$ cat src/rtl/config_pkg.sv
// rtl/config_pkg.sv - shared state and mode definitions for the configuration-stream loader
package config_pkg;

    typedef enum logic [1:0] {
        IDLE = 2'd0,
        LOAD = 2'd1,
        READ = 2'd2,
        DONE = 2'd3
    } state_e;

    localparam logic CFG_LOAD     = 1'b0;
    localparam logic CFG_READBACK = 1'b1;

endpackage

$ cat src/rtl/config_loader.sv
// rtl/config_loader.sv - shifts a full word stream into a configuration chain, or recirculates it for readback
module config_loader
    import config_pkg::*;
#(
    parameter int CONFIG_WIDTH = 8,
    parameter int CHAIN_WORDS  = 2,
    parameter int CNT_WIDTH    = $clog2(CHAIN_WORDS + 1)
) (
    input  logic                    config_clk,
    input  logic                    config_rst_n,
    input  logic                    cmd_valid,
    output logic                    cmd_ready,
    input  logic                    cmd_readback,
    input  logic [CONFIG_WIDTH-1:0] s_data,
    input  logic                    s_valid,
    output logic                    s_ready,
    output logic [CONFIG_WIDTH-1:0] m_data,
    output logic                    m_valid,
    input  logic                    m_ready,
    output logic                    config_en,
    output logic [CONFIG_WIDTH-1:0] config_in,
    input  logic [CONFIG_WIDTH-1:0] config_out,
    output logic                    busy,
    output logic                    done
);

    localparam logic [CNT_WIDTH-1:0] LAST_BEAT = CNT_WIDTH'(CHAIN_WORDS - 1);

    state_e               state_q, state_d;
    logic [CNT_WIDTH-1:0] cnt_q, cnt_d;
    logic                 beat;

    assign beat = ((state_q == LOAD) && s_valid) || ((state_q == READ) && m_ready);

    always_comb begin
        state_d = state_q;
        cnt_d   = cnt_q;
        case (state_q)
            IDLE: begin
                if (cmd_valid) begin
                    cnt_d   = '0;
                    state_d = (cmd_readback == CFG_READBACK) ? READ : LOAD;
                end
            end
            LOAD, READ: begin
                if (beat) begin
                    if (cnt_q == LAST_BEAT) begin
                        state_d = DONE;
                        cnt_d   = '0;
                    end else begin
                        cnt_d = cnt_q + 1'b1;
                    end
                end
            end
            DONE:    state_d = IDLE;
            default: state_d = IDLE;
        endcase
    end

    always_ff @(posedge config_clk) begin
        if (!config_rst_n) begin
            state_q <= IDLE;
            cnt_q   <= '0;
        end else begin
            state_q <= state_d;
            cnt_q   <= cnt_d;
        end
    end

    // Every output is forced low while reset is held, even before the reset edge lands.
    assign cmd_ready = config_rst_n && (state_q == IDLE);
    assign s_ready   = config_rst_n && (state_q == LOAD);
    assign m_valid   = config_rst_n && (state_q == READ);
    assign busy      = config_rst_n && (state_q != IDLE);
    assign done      = config_rst_n && (state_q == DONE);
    assign config_en = config_rst_n && beat;

    always_comb begin
        config_in = '0;
        m_data    = '0;
        if (config_rst_n) begin
            if (state_q == LOAD) begin
                config_in = s_data;
            end else if (state_q == READ) begin
                config_in = config_out;
                m_data    = config_out;
            end
        end
    end

endmodule

$ cat config.mk
export PLATFORM = sky130hd
export DESIGN_NAME = config_loader
export DESIGN_NICKNAME = d
export VERILOG_FILES = /design/src/rtl/config_pkg.sv /design/src/rtl/config_loader.sv
export SDC_FILE = /design/constraint.sdc
export NUM_CORES = 1
export LEC_CHECK = 0
export ABC_AREA = 0
export CORE_MARGIN = 4
export CORE_UTILIZATION = 30
export DETAILED_ROUTE_END_ITERATION = 8
export PLACE_DENSITY = 0.79
export SLEW_MARGIN = 5
export SYNTH_ARGS = -nofsm -noshare
export SYNTH_HDL_FRONTEND = slang
export SYNTH_SLANG_ARGS = --single-unit
export TNS_END_PERCENT = 20
$ cat constraint.sdc
create_clock -name config_clk -period 1.85 [get_ports config_clk]
set_input_delay 0.37 -clock config_clk [delete_from_list [all_inputs] [get_ports config_clk]]
set_output_delay 0.37 -clock config_clk [all_outputs]
set_load 0.01 [all_outputs]
Word level (Yosys, flattened, before mapping)
Index checks and enable logic that the tools add are counted.

storage, ports and cells
  logic and storage cells = 39
  flip-flop bits (word level) = 4
  output and inout bits = 22
  bits of input ports = 22

operators by class
  $add $sub $neg = 1
  reductions and logical operators = 15
  equal/unequal tests = 7
  mux-type cells = 14

operators with widths
  cell                 count
  $mux 8               5
  $mux 2               7
  $logic_and 1x1->1    8
  $ne 2x2->1 const B   3
  $pmux 2 s3           1
  $reduce_and 3->1     2
  $eq 2x1->1 const B   2
  $eq 2x2->1 const B   2
  $pmux 2 s2           1
  $reduce_bool 2->1    2
  $add 2x1->2 const B  1
  $logic_not 2->1      1
  $reduce_or 2->1      1
  $logic_or 1x1->1     1

Depth between registers and ports, before layout
  depth after elaboration = 5
  mapped depth = 6
  depth with buffers taken out = 6

Worst setup path after synthesis
Ideal clock, no wire load.

  path kind = register to output
  start point = register state_q[0]
  end point = output config_in[0]
  data arrival time = 1.333 ns
  cell stages (with the launch flop) = 7
  buffers on the path = 0
  path slack = 0.147 ns
  path through = dfxtp_1 > inv_1 > ha_1 > and2_4 > and2b_4 > and2_4 > a21o_1

on the way
  cells in the longest elaborated chain, start to end = 4
  elaborated cells on any way between the ends = 5
  classes of those cells = 2 x eq/ne; 3 x mux

ends and longest elaborated chain
  element                   RTL line             text
  start: declaration        config_loader.sv:29  state_e state_q, state_d;
  start signal: assignment  config_loader.sv:65  state_q <= state_d;
  $eq 2x2->1                config_loader.sv:84  end else if (state_q == READ) begin
  $mux 8                    config_loader.sv:84
  $mux 8 (*)                config_loader.sv:82  if (state_q == LOAD) begin
  $mux 8 (*)                config_loader.sv:81  if (config_rst_n) begin
  end: declaration          config_loader.sv:21  output logic [CONFIG_WIDTH-1:0] config_in,

Mark *: on every way between the ends. The rest lies on a longest branch, timed or not.

Final worst setup path
  start point = register state_q[0]
  end point = output config_in[1]

Same word-level chain as after synthesis.

==> flow_summary.json <==
{
  "drv_slew": 0,
  "antenna_found_initial": 0,
  "placed_area_um2": 989.7,
  "final_common_cell": "clkdlybuf4s50_1",
  "hp-class": "reg -> reg",
  "gp_congestion": 0.7178,
  "die_x_um": 48.02,
  "synth_area_um2": 480.5,
  "io-pin-count": 44,
  "drive_gt1_share_pct": 42.86,
  "power_density_nw_per_um2": 934.1,
  "ys_types": 23,
  "clkTransAtPathRegs_ns": 0.03,
  "vdd_drop_max_mv": 0.5356,
  "gr-total-overflow": 0,
  "h-tree-depth": 1,
  "setup_violations": 8,
  "clock-sinks": 4,
  "placeableCoreArea_um2": 1506,
  "fin_util_pct": 62.96,
  "ctsHoldBuffers": 0,
  "violations": "setup timing",
  "ant_nets": 0,
  "row_count": 14,
  "drc": 0,
  "relSlewSlack_pct": 83.73,
  "diodes": 0,
  "path_class": "reg -> out",
  "finalCritPeriodShare_pct": 102.3,
  "ys_seq_elements": 4,
  "cp.required_ns": 1.48,
  "synth-warning-count": 0,
  "num-nets-final": 141,
  "start_kind": "register",
  "nFillCells": 140,
  "drt-total-wl_um": 1650,
  "cp.arrival_ns": 1.52,
  "grt_pass1_vias": 514,
  "synth.avg_cell_area_um2": 8.143,
  "cts_root_buf": "clkbuf_4",
  "dieArea_um2": 2306,
  "grt_setup_unrepaired": "yes",
  "first_pass_iters": 2,
  "grt_usage_pct": 13.57,
  "status": "finished, violations left",
  "multi_input_area_um2": 395.4,
  "area_growth_pct": 97.40,
  "layout_common_cells": "20 x clkdlybuf4s50_1, 14 x buf_2, 9 x and2_4, 9 x buf_4, 8 x a21o_1",
  "period_minus_slack_ns": 1.893,
  "worstMarginPinSlew_ns": 0.2415,
  "hold_viol_final": 0,
  "grt_pass1_wl_um": 2187,
  "clock.fmax_ghz": 0.5283,
  "skew_ns": 0.0008421,
  "cts_tree": "done",
  "finalInstanceArea_um2": 948.4,
  "layout_setup_ws_ns": -0.04303,
  "grt_max_degree": 12,
  "cts_setup_buffers": 0,
  "fp.dieH_um": 48.02,
  "cts_buffers": 3,
  "insertion_delay_ns": 0.23,
  "vias": 607,
  "max_cap_viol_count": 0,
  "initial_core_util_pct": 31.89,
  "io_buffers": 43,
  "cts.path.max_buffers": 2,
  "syn-num-nets": 86,
  "ys_seq_area_share_pct": 16.67,
  "seq_area_um2": 85.08,
  "total_leakage_power_nw": 0.5353,
  "synthCells": 59,
  "dp_hpwl_um": 1452,
  "first_iter_violations": 4,
  "critPathCaptureType": "output pin",
  "path_max_fanout": 8,
  "detail_route.vias_per_cell": 4.742,
  "routedWlPerCell_um": 12.89
}
==> synth_stat cells <==
library cell | count | area, um^2
buf_2 | 1 | 5.000
nor3b_1 | 1 | 7.510
a21oi_1 | 2 | 10.01
and2_4 | 9 | 78.83
nor2_1 | 1 | 3.750
a22oi_2 | 1 | 12.51
o21ai_0 | 2 | 10.01
nand2_1 | 6 | 22.52
clkbuf_1 | 1 | 3.750
o21ai_2 | 1 | 8.760
nand3_1 | 1 | 5.000
o211ai_1 | 1 | 7.510
inv_1 | 3 | 11.26
and2_1 | 3 | 18.77
nand2b_1 | 2 | 12.51
mux2i_1 | 2 | 20.02
o21ai_1 | 1 | 5.000
dfxtp_1 | 4 | 80.08
nor2b_1 | 2 | 12.51
ha_1 | 5 | 62.56
a21o_1 | 8 | 60.06
and2b_4 | 1 | 10.01
nor3b_2 | 1 | 12.51
==> cells by family (layout without fill, tap and decap cells) <==
family	Yosys count	count (layout)	share of synthesized area, %
compound gates	16	16	23.70
fa+ha+maj	5	5	13.02
simple gates	27	27	38.28
flops	4	4	16.67
mux	2	2	4.167
buf+inv	5	58	4.165
==> power breakdown <==
part,switching (W),internal [W],leakage (nW)
Sequential,0.0000240,0.000115,0.0336
Clock,0.0000320,0.0000722,0.0138
Combinational,0.000292,0.000350,0.488
Total,0.000348,0.000538,0.535
==> layer usage <==
layer,global-route usage (%),part of all wire (%)
met2,23.48,43
met5,0,0
met3,3.008,18
met1,15.60,38
met4,6.452,1.0
==> layout make-up <==
cell class / count / share of cell area, %
timing repair buffer: 52 / 43.67
multi-input combinational: 50 / 41.69
sequential: 4 / 8.971
clock buffer: 3 / 2.375
tap: 16 / 2.111
inverter: 3 / 1.187
==> state kept, by name, summed over array words and instances, names as in the netlist <==
signal,count
cnt_q,2
state_q,2
==> critical path, cell delays in order, from the launching register on <==
cell     delay, ns
dfxtp_2       0.34
inv_2         0.06
ha_4          0.15
and2_4        0.13
and2b_4       0.19
and2_4        0.14
a21o_1        0.16
buf_2         0.13
==> through the flow <==
stage	std cells	worst slack [ns]	total power, W	setup TNS (ns)	hold slack [ns]
3_5_place_dp	125	-0.5017	0.0008320	-8.440	0.4322
5_1_grt	128	-0.1231	0.0009826	-0.9077	0.4461
2_1_floorplan	59	0.1465	0.0004884	0	0.4212
4_1_cts	128	-0.07947	0.0008993	-0.5316	0.4370
6_report	128	-0.04303	0.0008859	-0.2346	0.4367
3_3_place_gp	125	-0.4690	0.0008182	-7.851	0.4289
==> final timing paths <==
check             slack, ns                     from  cells past startpoint                      end
setup / recovery      -0.04  state_q[0]$_SDFFE_PN0P_                      7             config_in[1]
hold / removal         0.44    cnt_q[1]$_SDFFE_PN0P_                      2    cnt_q[1]$_SDFFE_PN0P_
setup reg to reg       0.34  state_q[1]$_SDFFE_PN0P_                      8  state_q[0]$_SDFFE_PN0P_
hold reg to reg        0.44    cnt_q[1]$_SDFFE_PN0P_                      2    cnt_q[1]$_SDFFE_PN0P_
==> timing repair <==
item                       4_1_cts  5_1_grt
resized for setup               74       10
hold endpoints to repair         0        0
cloned                           0        0
setup endpoints to repair       22       21
pin swaps                        9        1
Power figures use the tool's default switching activity.
